**src/rtl/result_bcd_decoder_if.sv**
```systemverilog
// Handshake and result bus between the adder stage and the BCD decoder.
// The slave side is the decoder; the master side supplies start/result and reads the digits.
interface result_bcd_decoder_if;
    logic       start;
    logic [7:0] result;
    logic       busy;
    logic       done;
    logic       sign;
    logic [3:0] bcd_hundreds;
    logic [3:0] bcd_tens;
    logic [3:0] bcd_ones;

    modport master (
        output start,
        output result,
        input  busy,
        input  done,
        input  sign,
        input  bcd_hundreds,
        input  bcd_tens,
        input  bcd_ones
    );

    modport slave (
        input  start,
        input  result,
        output busy,
        output done,
        output sign,
        output bcd_hundreds,
        output bcd_tens,
        output bcd_ones
    );
endinterface

```
**src/rtl/result_bcd_decoder.sv**
```systemverilog
// Converts an 8-bit signed result into sign + three BCD magnitude digits using
// an 8-step sequential double-dabble; a new start always restarts the conversion.
module result_bcd_decoder (
    input  logic                  clk,
    input  logic                  rst,
    result_bcd_decoder_if.slave   bus
);

    typedef enum logic [1:0] {
        IDLE = 2'd0,
        CONV = 2'd1,
        DONE = 2'd2
    } state_t;

    localparam logic [3:0] LAST_STEP = 4'd7;

    state_t       state_q, state_d;
    logic [3:0]   cnt_q, cnt_d;
    logic [19:0]  sreg_q, sreg_d;
    logic         sign_q, sign_d;
    logic         busy_q, busy_d;
    logic         done_q, done_d;
    logic [3:0]   hund_q, hund_d;
    logic [3:0]   tens_q, tens_d;
    logic [3:0]   ones_q, ones_d;

    logic signed [7:0] result_s;
    logic [19:0]       step_s;

    // Magnitude as an unsigned 8-bit value so that -128 maps to 128.
    function automatic logic [7:0] abs_mag(input logic signed [7:0] v);
        logic [7:0] u;
        u = v;
        return u[7] ? (~u + 8'd1) : u;
    endfunction

    // One double-dabble step: correct every BCD nibble >= 5, then shift left.
    function automatic logic [19:0] dabble_step(input logic [19:0] s);
        logic [19:0] a;
        a = s;
        for (int i = 0; i < 3; i++) begin
            if (a[8 + 4*i +: 4] >= 4'd5) begin
                a[8 + 4*i +: 4] = a[8 + 4*i +: 4] + 4'd3;
            end
        end
        return {a[18:0], 1'b0};
    endfunction

    assign result_s = bus.result;
    assign step_s   = dabble_step(sreg_q);

    always_comb begin
        state_d = state_q;
        cnt_d   = cnt_q;
        sreg_d  = sreg_q;
        sign_d  = sign_q;
        busy_d  = busy_q;
        done_d  = done_q;
        hund_d  = hund_q;
        tens_d  = tens_q;
        ones_d  = ones_q;

        if (bus.start) begin
            state_d = CONV;
            cnt_d   = 4'd0;
            sreg_d  = {12'd0, abs_mag(result_s)};
            sign_d  = result_s[7];
            busy_d  = 1'b1;
            done_d  = 1'b0;
            hund_d  = 4'd0;
            tens_d  = 4'd0;
            ones_d  = 4'd0;
        end else begin
            case (state_q)
                CONV: begin
                    sreg_d = step_s;
                    cnt_d  = cnt_q + 4'd1;
                    // The eighth step publishes the freshly shifted BCD field.
                    if (cnt_q == LAST_STEP) begin
                        state_d = DONE;
                        busy_d  = 1'b0;
                        done_d  = 1'b1;
                        hund_d  = step_s[19:16];
                        tens_d  = step_s[15:12];
                        ones_d  = step_s[11:8];
                    end
                end
                default: begin
                    state_d = state_q;
                end
            endcase
        end
    end

    always_ff @(posedge clk or posedge rst) begin
        if (rst) begin
            state_q <= IDLE;
            cnt_q   <= 4'd0;
            sreg_q  <= 20'd0;
            sign_q  <= 1'b0;
            busy_q  <= 1'b0;
            done_q  <= 1'b0;
            hund_q  <= 4'd0;
            tens_q  <= 4'd0;
            ones_q  <= 4'd0;
        end else begin
            state_q <= state_d;
            cnt_q   <= cnt_d;
            sreg_q  <= sreg_d;
            sign_q  <= sign_d;
            busy_q  <= busy_d;
            done_q  <= done_d;
            hund_q  <= hund_d;
            tens_q  <= tens_d;
            ones_q  <= ones_d;
        end
    end

    assign bus.busy         = busy_q;
    assign bus.done         = done_q;
    assign bus.sign         = sign_q;
    assign bus.bcd_hundreds = hund_q;
    assign bus.bcd_tens     = tens_q;
    assign bus.bcd_ones     = ones_q;

endmodule

```
**src/flat_wrapper.sv**
```systemverilog
// flat-port wrapper written by rule: the top's interface ports become plain ports
module result_bcd_decoder_flat 
  (clk, rst, bus_start, bus_result, bus_busy, bus_done, bus_sign, bus_bcd_hundreds, bus_bcd_tens, bus_bcd_ones);
  result_bcd_decoder_if bus_i ();
  input  logic clk;
  input  logic rst;
  input wire logic [$bits(bus_i.start)-1:0] bus_start;
  input wire logic [$bits(bus_i.result)-1:0] bus_result;
  output wire logic [$bits(bus_i.busy)-1:0] bus_busy;
  output wire logic [$bits(bus_i.done)-1:0] bus_done;
  output wire logic [$bits(bus_i.sign)-1:0] bus_sign;
  output wire logic [$bits(bus_i.bcd_hundreds)-1:0] bus_bcd_hundreds;
  output wire logic [$bits(bus_i.bcd_tens)-1:0] bus_bcd_tens;
  output wire logic [$bits(bus_i.bcd_ones)-1:0] bus_bcd_ones;
  assign bus_i.start = bus_start;
  assign bus_i.result = bus_result;
  assign bus_busy = bus_i.busy;
  assign bus_done = bus_i.done;
  assign bus_sign = bus_i.sign;
  assign bus_bcd_hundreds = bus_i.bcd_hundreds;
  assign bus_bcd_tens = bus_i.bcd_tens;
  assign bus_bcd_ones = bus_i.bcd_ones;
  result_bcd_decoder u_core (.clk(clk), .rst(rst), .bus(bus_i));
endmodule
```
**config.mk**
```make
export PLATFORM = sky130hd
export DESIGN_NAME = result_bcd_decoder_flat
export DESIGN_NICKNAME = d
export VERILOG_FILES = /design/src/rtl/result_bcd_decoder_if.sv /design/src/rtl/result_bcd_decoder.sv /design/src/flat_wrapper.sv
export SDC_FILE = /design/constraint.sdc
export NUM_CORES = 1
export LEC_CHECK = 0
export ABC_AREA = 0
export CORE_ASPECT_RATIO = 0.9
export CORE_UTILIZATION = 50
export CTS_CLUSTER_DIAMETER = 200
export CTS_CLUSTER_SIZE = 24
export DETAILED_ROUTE_END_ITERATION = 10
export PLACE_DENSITY = 0.72
export SETUP_SLACK_MARGIN = 0.4
export SLEW_MARGIN = 40
export SYNTH_ARGS = -nofsm -noshare
export SYNTH_HDL_FRONTEND = slang
export SYNTH_SLANG_ARGS = --single-unit
```
**constraint.sdc**
```tcl
create_clock -name clk -period 2 [get_ports clk]
set_input_delay 0.4 -clock clk [delete_from_list [all_inputs] [get_ports clk]]
set_output_delay 0.4 -clock clk [all_outputs]
set_load 0.1 [all_outputs]
```
Word-level counts from Yosys, hierarchy flattened
Index checks and enable logic that the tools add are counted.
{"block": "classes", "add_sub_neg": 5, "n_lt_le_gt_ge": 3, "n_eq_ne": 2, "mux": 26, "n_bitwise": 1, "reduce_logical": 3}
{"cell": "2-to-1 mux 4 bit", "n": 13}
{"cell": "2-to-1 mux 20 bit", "n": 2}
{"cell": "greater-or-equal comparator 4 x 3 -> 1 bit (second input constant)", "n": 3}
{"cell": "adder 4 x 2 -> 4 bit (second input constant)", "n": 2}
{"cell": "adder 8 x 1 -> 8 bit (second input constant)", "n": 1}
{"cell": "2-to-1 mux 8 bit", "n": 1}
{"cell": "inverter 8 bit", "n": 1}
{"cell": "2-to-1 mux 1 bit", "n": 6}
{"cell": "2-to-1 mux 2 bit", "n": 3}
{"cell": "adder 4 x 1 -> 4 bit (second input constant)", "n": 1}
{"cell": "equality test 4 x 3 -> 1 bit (second input constant)", "n": 1}
{"cell": "nonzero test 2 bit", "n": 2}
{"cell": "adder 3 x 2 -> 3 bit (second input constant)", "n": 1}
{"cell": "2-to-1 mux 3 bit", "n": 1}
{"cell": "equality test 2 x 1 -> 1 bit (second input constant)", "n": 1}
{"cell": "AND reduction 2 bit", "n": 1}
{"block": "totals", "reg_bits": 41, "inputBits": 11, "output_inout_bits": 15, "word_cells": 49}

Longest topological paths before layout
Gate-level depths: netlist (run 1).
{"block": "depth", "word_depth": 5, "ltp_mapped": 5, "mapped_depth_nobuf": 5}

Least setup slack after synthesis (run 1)
No wires, ideal clock.
{"block": "synth_timing", "path_kind": "register to register", "from": "register u_core.state_q[0]", "to": "register u_core.ones_q[2], in the netlist u_core.bus.bcd_ones[2]", "setup_time_ns": 0.095, "arrival_ns": 1.948, "required_time_ns": 1.905, "slack_ns": -0.044, "stages_incl_launch_ff": 6, "n_path_buf": 2, "period_less_slack_ns": 2.044, "cell_sequence": "dfrtp_1 nand2b_1 buf_6 or3_1 buf_6 o32ai_2"}
{"block": "synth_via", "elab_chain_len": 3}
{"item": "start, declared", "line_no": "result_bcd_decoder.sv:17", "rtl": "state_t state_q, state_d;"}
{"item": "start signal, assigned", "line_no": "result_bcd_decoder.sv:107", "rtl": "state_q <= state_d;"}
{"item": "equality test 2 x 1 -> 1 bit", "line_no": "result_bcd_decoder.sv:74", "rtl": "case (state_q)"}
{"item": "nonzero test 2 bit (no line)"}
{"item": "AND reduction 2 bit (no line)"}
{"item": "end signal, assigned", "line_no": "result_bcd_decoder.sv:115", "rtl": "ones_q <= ones_d;"}
{"item": "end, declared", "line_no": "result_bcd_decoder.sv:25", "rtl": "logic [3:0] ones_q, ones_d;"}
No other way between the ends.
A chain may end at the register's enable or synchronous reset.

Worst setup path after layout (run 1)
{"block": "layout_timing", "from": "input bus_result[5]", "to": "register u_core.sreg_q[6]"}
{"block": "layout_via", "elab_chain_len": 4}
{"item": "start, declared", "line_no": "flat_wrapper.sv:8", "rtl": "input wire logic [$bits(bus_i.result)-1:0] bus_result;"}
{"item": "inverter 8 bit", "line_no": "result_bcd_decoder.sv:34", "rtl": "return u[7] ? (~u + 8'd1) : u;"}
{"item": "adder 8 x 1 -> 8 bit", "line_no": "result_bcd_decoder.sv:34"}
{"item": "2-to-1 mux 8 bit", "line_no": "result_bcd_decoder.sv:34"}
{"item": "2-to-1 mux 20 bit", "line_no": "result_bcd_decoder.sv:63", "rtl": "if (bus.start) begin"}
{"item": "end signal, assigned", "line_no": "result_bcd_decoder.sv:109", "rtl": "sreg_q <= sreg_d;"}
{"item": "end, declared", "line_no": "result_bcd_decoder.sv:19", "rtl": "logic [19:0] sreg_q, sreg_d;"}
No other way between the ends.

==> results of run 1 <==
[synth_stat cells (2+ instances only)]
cell type / count / area (um^2)
a211oi_1: 10 / 75.1
a21oi_1: 13 / 65.1
a311oi_1: 4 / 35.0
and2_1: 2 / 12.5
and3b_1: 4 / 35.0
buf_1: 2 / 7.51
buf_2: 3 / 15.0
buf_6: 2 / 22.5
clkbuf_1: 7 / 26.3
dfrtp_1: 39 / 976
ha_1: 8 / 100
inv_1: 12 / 45.0
mux2i_1: 8 / 80.1
nand2_1: 16 / 60.1
nand2b_1: 12 / 75.1
nand3_1: 5 / 25.0
nand3b_1: 6 / 45.0
nor2_1: 10 / 37.5
nor2b_1: 3 / 18.8
nor3_1: 6 / 30.0
nor3b_1: 7 / 52.6
o21ai_0: 14 / 70.1
o21ai_1: 2 / 10.0
o221ai_1: 3 / 26.3
o31ai_1: 7 / 52.6
o32ai_2: 6 / 97.6
or3_1: 8 / 50.1
xnor2_1: 2 / 17.5
xor2_1: 2 / 17.5
[routing by layer]
| layer | part of all wire | track usage | vias up |
|---|---|---|---|
| met5 | 0 | 0 | - |
| met4 | 0.0074 | 0.0588 | 0 |
| met3 | 0.034 | 0.0427 | 5 |
| met2 | 0.47 | 0.345 | 35 |
| met1 | 0.48 | 0.329 | 906 |
| li1 | - | - | 927 |
[area by class of cell]
| type | instances | share of cell area |
|---|---|---|
| sequential | 39 | 0.346 |
| multi-input combinational | 168 | 0.428 |
| timing repair buffer | 46 | 0.143 |
| clock buffer | 6 | 0.0289 |
| inverter | 12 | 0.0158 |
| tap | 60 | 0.0263 |
| clock inverter | 2 | 0.0123 |
[through the flow]
stage / hold slack [ns] / area, um^2
4_1_cts: 0.475 / 2750
3_3_place_gp: 0.497 / 2610
6_report: 0.464 / 2850
5_1_grt: 0.485 / 2850
3_5_place_dp: 0.524 / 2610
2_1_floorplan: 0.502 / 2280
[final timing paths]
path	start	endpoint	slack, ns
worst max register to register	u_core.state_q[0]	u_core.sreg_q[9]	0.47
worst max-delay path	bus_result[5]	u_core.sreg_q[6]	0.44
max in group asynchronous	rst	u_core.state_q[0]	1.32
min in group clk	bus_result[1]	u_core.sreg_q[1]	0.51
worst min-delay path	rst	u_core.sreg_q[3]	0.46
worst min register to register	u_core.sreg_q[0]	u_core.sreg_q[0]	0.54
[power breakdown]
part	internal (mW)	leakage, nW	switching, mW
Sequential	0.830	0.512	0.0405
Combinational	0.122	0.654	0.163
Clock	0.404	0.0612	0.272
[cells by family after synthesis]
kind of cell             count (synthesis)
flip-flops                              39
multiplexers                             9
buffers and inverters                   26
AND/OR/NAND/NOR                         84
XOR/XNOR                                 4
AO/OA/AOI/OAI                           63
adder cells (fa/ha/maj)                  8
[registers in the layout, summed over array words and instances, names as in the netlist]
| name | flops |
|---|---|
| u_core.state_q | 2 |
| u_core.bus.sign | 1 |
| u_core.bus.bcd_ones | 4 |
| u_core.bus.bcd_hundreds | 4 |
| u_core.sreg_q | 20 |
| u_core.bus.bcd_tens | 4 |
| u_core.cnt_q | 4 |
[critical path, cell delays in order]
cell             delay [ns]
clkdlybuf4s50_1        0.42
or4_4                  0.55
and4_1                 0.23
nor3_2                 0.16
[timing repair]
item / CTS / global route
endpoints found under the setup margin: 16 / 18
gates resized for setup: 6 / 11
hold buffers: 0 / 0
pin swaps: 0 / 5
gates cloned: 0 / 0
setup buffers: 1 / 9
==> summary.txt, run 1 <==
Yosys
  – Synth unique cells: 39
  – Synth Area in Adders: 0.0442
  – Share of flip-flops with an asynchronous set or reset: 1.00
  – Flops & latches, synth: 39
  – Average size of a mapped cell: 9.71 um^2
  – Multiplexer share of the synthesized area: 0.0404
  – Post-synthesis instance total: 233
  – Main combinational cell family by area after synthesis: simple AND/OR/NAND/NOR gates
  – Syn nets: 252
  – Number of synthesized flops with an enable pin: 0
  – Ys flop type: dfrtp_1
  – Post-Synth XOR/XNOR Area: 0.0155
  – Compound-cell area share of the yosys netlist: 0.205
  – Synth Cell Area: 2260 um^2
  – Seq/Total Area, Yosys: 0.431
  – Ys Warns: 0
  – Simple-gate area share of the yosys netlist: 0.212

Global route
  – Global-route wire length before repair: 8310 um
  – Largest net degree at the start of global routing: 40
  – Initial antenna violation count: 0
  – Total track usage: 0.226
  – Vias in the first global route: 1726
  – Total gr overflow: 0

CTS
  – TritonCTS clock tree: yes
  – H-tree levels: 2
  – Clk root buf: clkbuf_8
  – Sink Count: 39
  – Clock latency on the worst-skew pair: 0.29 ns
  – Worst-path clk slew: 0.08 ns
  – Clock Tree Buf Depth: 2
  – Total CTS buffers: 5

Setup path
  – Worst path required time: 2.21 ns
  – Crit. End Element: register
  – Startpoint types: primary input
  – Length in cells of the worst reg-to-reg path: 4
  – CP Max Fanout: 3
  – Worst path arrival time: 1.77 ns
  – Setup Crit Path Kind: primary input to register

Drt
  – DRC errors left: 0
  – Wirelength per Cell: 15.5 um
  – Drt total wl: 5160 um
  – Total number of vias: 1873
  – 1st-iter DRT viols: 90
  – Post-route antenna net violation count: 0
  – Via density per instance: 5.62
  – TritonRoute pass-1 iters: 6

Floorplan
  – Initial Util: 0.537
  – Site row count: 22
  – Die Y: 65.8 um
  – Num ports: 26
  – Die width: 72.9 um
  – Die ar.: 4800 um^2
  – Core area: 4210 um^2

Pwr
  – Pleak: 1.23 nW
  – Total power: 1.83 mW
  – Max IR drop VDD: 515 uV
  – PwrDens: 642 nW/um^2

Cells and area
  – Final core occ: 0.677
  – Multi-input gate area: 1220 um^2
  – Fraction of layout instances using a drive strength above 1: 0.256
  – Fill count: 350
  – Ant. Diodes: 0
  – Nets: 291
  – Area growth syn-to-layout: 26.1%
  – Final Instance Count excl. Fillers: 333
  – FF+latch area: 986 um^2
  – Most common cell after layout, fill and taps aside: dfrtp_1
  – Commonest cells after routing, fill and taps aside: dfrtp_1, buf_4, nand2_1

STA
  – Clock Skews: 0.0109 ns
  – Fmax: 642 MHz
  – Fin crit share: 0.779
  – Crit path time final: 1.56 ns
  – Slew @ Worst Pin: 0.448 ns
  – Rel. slew slack: 0.701
  – Final Max Tran Viols: 0
  – Fin worst setup slack: 0.442 ns
  – Final Hold Fails: 0
  – Number of setup violations in the final report: 0
  – RSZ-0062 raised after global routing: true
  – Final setup TNS: 0 ns

Flow run
  – Max cap viols: 0

Placement
  – Post-place setup slack: 0.0530 ns
  – RePlAce Congestion: 0.802
  – # port buffers: 25
  – Dpl cells: 315
  – Final HPWL DP: 3350 um

Outcome
  – Outcome: finished clean

Hold path
  – Min-delay worst type: primary input to asynchronous set/reset pin
Note: power is estimated with default switching activity, not from simulation.
==> run 2: changes to the inputs <==
==> constraint.sdc (replaced) <==
create_clock -name clk -period 1.5 [get_ports clk]
set_input_delay 0.3 -clock clk [delete_from_list [all_inputs] [get_ports clk]]
set_output_delay 0.3 -clock clk [all_outputs]
set_load 0.1 [all_outputs]
==> run 2 against run 1 <==
Against the previous run:
- highest routed layer unchanged
- the run now ends with negative setup slack left
- global-route usage is 5.4 points higher
- routed wire length is 51% higher
- sequential share of layout area is 8.4 points lower
- critical path type is now register to register
==> summary.txt, run 2 (synthesized netlist as in run 1, its figures left out) <==
Outcome
  – Outcome: finished with violations
  – Failing checks: negative setup slack

CTS
  – TritonCTS clock tree: yes
  – Total CTS buffers: 5
  – Clock Tree Buf Depth: 2
  – Sink Count: 39
  – Clock latency on the worst-skew pair: 0.30 ns
  – H-tree levels: 2
  – Worst-path clk slew: 0.08 ns
  – Hold Buf Count CTS: 0
  – Clk root buf: clkbuf_8

Setup path
  – Worst path required time: 1.71 ns
  – Reg2reg setup slack: -0.03 ns
  – FF-to-FF Start: u_core.state_q[1]
  – Length in cells of the worst reg-to-reg path: 4
  – R2r endpoint: u_core.sreg_q[10]
  – Crit. End Element: register
  – Slowest library cell on the worst path: dfrtp_4
  – Worst path arrival time: 1.74 ns
  – Setup Crit Path Kind: register to register
  – Startpoint types: register
  – Crit path cell chain: and2b_4 -> buf_12 -> nand2b_4 -> o31ai_4
  – Crit-path max cell delay: 0.51 ns
  – CP top delay family: flip-flops
  – Worst path bufs/invs: 1
  – CP Max Fanout: 7

Cells and area
  – Ant. Diodes: 0
  – Fill count: 160
  – Most common cell after layout, fill and taps aside: buf_4
  – Register name with the most flops: u_core.sreg_q
  – Nets: 326
  – Fraction of layout instances using a drive strength above 1: 0.549
  – Max FFs per register: 20
  – Area growth syn-to-layout: 68.1%
  – Commonest cells after routing, fill and taps aside: buf_4, dfrtp_1, buf_12

STA
  – Rel. slew slack: 0.719
  – Slew @ Worst Pin: 0.421 ns
  – Worst hold slack: 0.302 ns
  – Fin crit share: 1.02
  – Final Hold Fails: 0
  – Fin worst setup slack: -0.0254 ns
  – RSZ-0062 raised after global routing: true
  – Number of setup violations in the final report: 2
  – Fmax: 656 MHz
  – Clock Skews: 0.00658 ns
  – Crit path time final: 1.53 ns
  – Final Max Tran Viols: 0

Placement
  – # port buffers: 25
  – Post-place setup slack: -0.289 ns
  – RePlAce Congestion: 0.855
  – Final HPWL DP: 3800 um

Pwr
  – Internal Power: 1.82 mW
  – PwrDens: 685 nW/um^2
  – Pleak: 1.57 nW
  – Sw Share: 0.301
  – Net switching power: 0.783 mW
  – Clk network pwr share: 0.308
  – Comb pwr share: 0.239
  – Max IR drop VDD: 850 uV
  – Sequential power share: 0.453

Global route
  – Global-route wire length before repair: 9870 um
  – Initial antenna violation count: 0
  – Total track usage: 0.280
  – Largest net degree at the start of global routing: 28
  – Total gr overflow: 0
  – Vias in the first global route: 2019

Floorplan
  – Die Y: 65.8 um
  – Die ar.: 4800 um^2
  – Die width: 72.9 um
  – Site row count: 22
  – Num ports: 26
  – Core area: 4210 um^2
  – Initial Util: 0.537

Drt
  – Post-route antenna net violation count: 0
  – Drt total wl: 7820 um
  – Via density per instance: 6.19
  – Wirelength per Cell: 21.2 um
  – Total number of vias: 2278
  – TritonRoute pass-1 iters: 5
  – 1st-iter DRT viols: 158
  – DRC errors left: 0

Flow run
  – Max cap viols: 0

Hold path
  – Min-delay worst type: primary input to asynchronous set/reset pin
run 2: what timing repair did:
item	in CTS	in global routing
cloned	1	2
gates resized for setup	38	75
pin swaps	21	28
endpoints found under the hold margin	0	0
endpoints found under the setup margin	53	53
buffers inserted	8	11
run 2: through the flow:
step | power (mW) | setup TNS, ns | instance area, um^2 | util | instances
after floorplan | 1.43 | -1.08 | 2370 | - | 233
after global placement | 1.60 | -0.781 | 3040 | 0.722 | 338
after detailed placement | 1.61 | -1.06 | 3040 | 0.722 | 338
after CTS | 2.44 | 0 | 3340 | 0.794 | 355
after global routing | 2.69 | -0.573 | 3800 | 0.903 | 368
final | 2.61 | -0.0281 | 3800 | 0.903 | 368
run 2: layout make-up:
class	instances	area, um^2	share of cell area
sequential	39	995	0.262
multi-input combinational	168	1610	0.423
tap	60	75.1	0.0197
timing repair buffer	81	977	0.257
clock buffer	8	100	0.0263
inverter	12	48.8	0.0128
run 2: worst max-delay path by stage:
stage	startpoint	slack [ns]	end	depth (start not counted)
after global routing	u_core.sreg_q[12]	-0.09	u_core.sreg_q[16]	5
after floorplan	u_core.state_q[1]	-0.16	u_core.bus.bcd_ones[2]	5
after CTS	u_core.sreg_q[12]	0.05	u_core.bus.bcd_hundreds[0]	5
final	u_core.state_q[1]	-0.03	u_core.sreg_q[10]	4
after global placement	bus_result[5]	-0.23	u_core.sreg_q[6]	4
after detailed placement	bus_result[5]	-0.29	u_core.sreg_q[6]	4
run 2: per-layer routing:
metal | up-vias | routed length (um) | part of all wire | GRT usage
li1 | 994 | - | - | -
met1 | 1150 | 3150 | 0.40 | 0.361
met2 | 120 | 3980 | 0.51 | 0.466
met3 | 14 | 542 | 0.069 | 0.0595
met4 | 0 | 138 | 0.018 | 0.0980
met5 | - | 0 | 0 | 0
run 2: power groups by stage:
stage | Combinational, mW | Clock (mW) | Sequential (mW)
after floorplan | 0.233 | 0 | 1.20
after global placement | 0.424 | 0 | 1.17
after detailed placement | 0.435 | 0 | 1.18
after CTS | 0.478 | 0.799 | 1.16
after global routing | 0.655 | 0.848 | 1.18
final | 0.622 | 0.802 | 1.18
==> RTL edit, RTL diff (settings of run 1) <==
Reset style: synchronous (`rst`), changed in one clocked block.
--- a/src/rtl/result_bcd_decoder.sv
+++ b/src/rtl/result_bcd_decoder.sv
@@ -93,5 +93,5 @@
     end
 
-    always_ff @(posedge clk or posedge rst) begin
+    always_ff @(posedge clk) begin
         if (rst) begin
             state_q <= IDLE;
Formal check against the unedited RTL: differs if rst is asserted again (counterexample within 4 cycles, from zero or initial values and one cycle with rst high); with rst held inactive, the same outputs for 10 cycles.
==> RTL edit against run 1 <==
Final cell count is 11% lower. Worst hold slack worse by 1.4 ps. Sequential power is 7.2% lower. Total power is 16% lower. Highest routed layer unchanged. First-iteration DRC count is 29% higher. Synthesized area is 18% lower. Worst setup slack better by 16 ps. Via count is 13% lower. Largest cell class unchanged. Wire length is 25% lower. Sequential cell count stayed put. Synthesized cell count is 6.4% lower. Utilization is 1.3 points lower. Design area is 20% lower.
==> RTL edit: results (changes against run 1) <==
Detail Placement HPWL -> 2670 um (was 3350 um)
Synth cell types -> 35 (was 39)
Mux share of post-synthesis cell area -> 2.92% (was 4.04%)
Number of global-route vias before repair -> 1428 (was 1726)
Slew @ Worst Pin -> 554 ps (was 448 ps)
Layout net count -> 271 (was 291)
Fraction of layout cells with a size suffix above 1 -> 21.7% (was 25.6%)
Register area share after synthesis -> 42.3% (was 43.1%)
Pin count of the biggest net entering global routing -> 21 (was 40)
Launch point of the worst reg-to-reg path -> u_core.sreg_q[13] (was u_core.state_q[0])
Post-synthesis compound-gate area fraction -> 17.7% (was 20.5%)
XOR/XNOR Fraction of Synth Area -> 5.22% (was 1.55%)
Iter 0 DRT Violations -> 116 (was 90)
Router iterations before antenna repair -> 4 (was 6)
Maximum VDD drop -> 0.511 mV (was 0.515 mV)
Asr flop ratio synth -> 0% (was 100%)
Global-route wire length before repair -> 6460 um (was 8310 um)
Adder-Cell Fraction of Synth Area -> 5.43% (was 4.42%)
Min-delay worst type -> flip-flop to flip-flop (was input port to asynchronous set/reset pin)
Post-DP Area -> 0.00213 mm2 (was 0.00261 mm2)
Crit Reg-Reg Endpoint -> u_core.sreg_q[14] (was u_core.sreg_q[9])
WL per Instance -> 13.1 um (was 15.5 um)
Synth area leaders -> dfxtp_1 (42%), nand2_1 (6.1%), a21oi_1 (5.7%), ha_1 (5.4%), xnor2_1 (3.3%) (was dfrtp_1 (43%), ha_1 (4.4%), o32ai_2 (4.3%), mux2i_1 (3.5%), a211oi_1 (3.3%))
Worst Reg2Reg Path Length in Cells -> 6 (was 4)
Outcome -> completed (unchanged)
Commonest cells in the netlist -> dfxtp_1 (39), nand2_1 (30), a21oi_1 (21) (was dfrtp_1 (39), nand2_1 (16), o21ai_0 (14))
N_diodes -> 0 (unchanged)
Psw -> 0.000381 W (was 0.000475 W)
Crit Path Category -> flip-flop to flip-flop (was input port to flip-flop)
Clk_skew -> 5.45 ps (was 10.9 ps)
Syn nets -> 237 (was 252)
Worst Path Arrival -> 1750 ps (was 1770 ps)
Routability cong. -> 0.782 (was 0.802)
Leak -> 0.887 nW (was 1.23 nW)
DR vias -> 1626 (was 1873)
Main synth FF type -> dfxtp_1 (was dfrtp_1)
Fill count -> 307 (was 350)
Gr usage total -> 21.7% (was 22.6%)
==> RTL edit: routing by layer <==
| metal | global-route usage, % | vias up | share of wire, % |
|---|---|---|---|
| li1 | - | 825 | - |
| met1 | 30.4 | 749 | 50 |
| met2 | 31.9 | 43 | 45 |
| met3 | 5.19 | 9 | 3.9 |
| met4 | 9.12 | 0 | 1.6 |
| met5 | 0 | - | 0 |
==> RTL edit: critical path: stages, from the launching register on <==
cell      delay (ps)
dfxtp_2          340
inv_1             80
ha_1             180
nand2b_1         160
a21oi_2          170
mux2_2           370
o31ai_1          180
==> RTL edit: how the worst min path moves through the flow <==
stage | cells after the start | slack, ps | to
final | 2 | 460 | u_core.sreg_q[13]
after global routing | 2 | 490 | u_core.sreg_q[13]
after CTS | 2 | 470 | u_core.sreg_q[17]
after detailed placement | 2 | 460 | u_core.sreg_q[17]
after global placement | 2 | 440 | u_core.sreg_q[17]
after floorplan | 2 | 430 | u_core.sreg_q[17]
==> RTL edit: kinds of logic (layout without fill, tap and decap cells) <==
kind of cell | Yosys count | in the layout
adders and majority gates | 8 | 8
AOI/OAI and AO/OA | 54 | 54
buffers and inverters | 21 | 56
muxes | 5 | 5
xor gates and xnor gates | 11 | 11
and+or+nand+nor | 80 | 80
DFF | 39 | 39
==> RTL edit: power groups by stage <==
| stage | sequential, W | combinational [W] | clock [W] |
|---|---|---|---|
| after detailed placement | 0.000824 | 0.000176 | 0 |
| after global placement | 0.000824 | 0.000174 | 0 |
| final | 0.000807 | 0.000183 | 0.000542 |
| after global routing | 0.000808 | 0.000201 | 0.000594 |
| after CTS | 0.000806 | 0.000177 | 0.000558 |
| after floorplan | 0.000840 | 0.0000957 | 0 |
==> RTL edit: final cells by class <==
type | count | share of cell area, %
Multi-Input combinational cell | 158 | 43.8
Sequential cell | 39 | 34.3
Timing Repair Buffer | 39 | 14.1
Clock buffer | 7 | 3.76
Tap cell | 44 | 2.40
Inverter | 9 | 1.47
Clock inverter | 1 | 0.218
==> RTL edit: what timing repair did <==
| item | 4_1_cts | 5_1_grt |
|---|---|---|
| setup buffers | 0 | 3 |
| pin swaps | 0 | 6 |
| gates resized for setup | 3 | 13 |
| hold buffers | 0 | 0 |
| hold endpoints to repair | 0 | 0 |
| endpoints found under the setup margin | 5 | 12 |
==> RTL edit: stage by stage <==
step	total power [W]	util (%)	worst slack, ps	instances
after detailed placement	0.00100	61.7	139	286
final	0.00153	66.5	458	297
after global routing	0.00160	66.5	340	297
after global placement	0.000998	61.7	156	286
after CTS	0.00154	64.7	381	294
after floorplan	0.000936	-	487	218
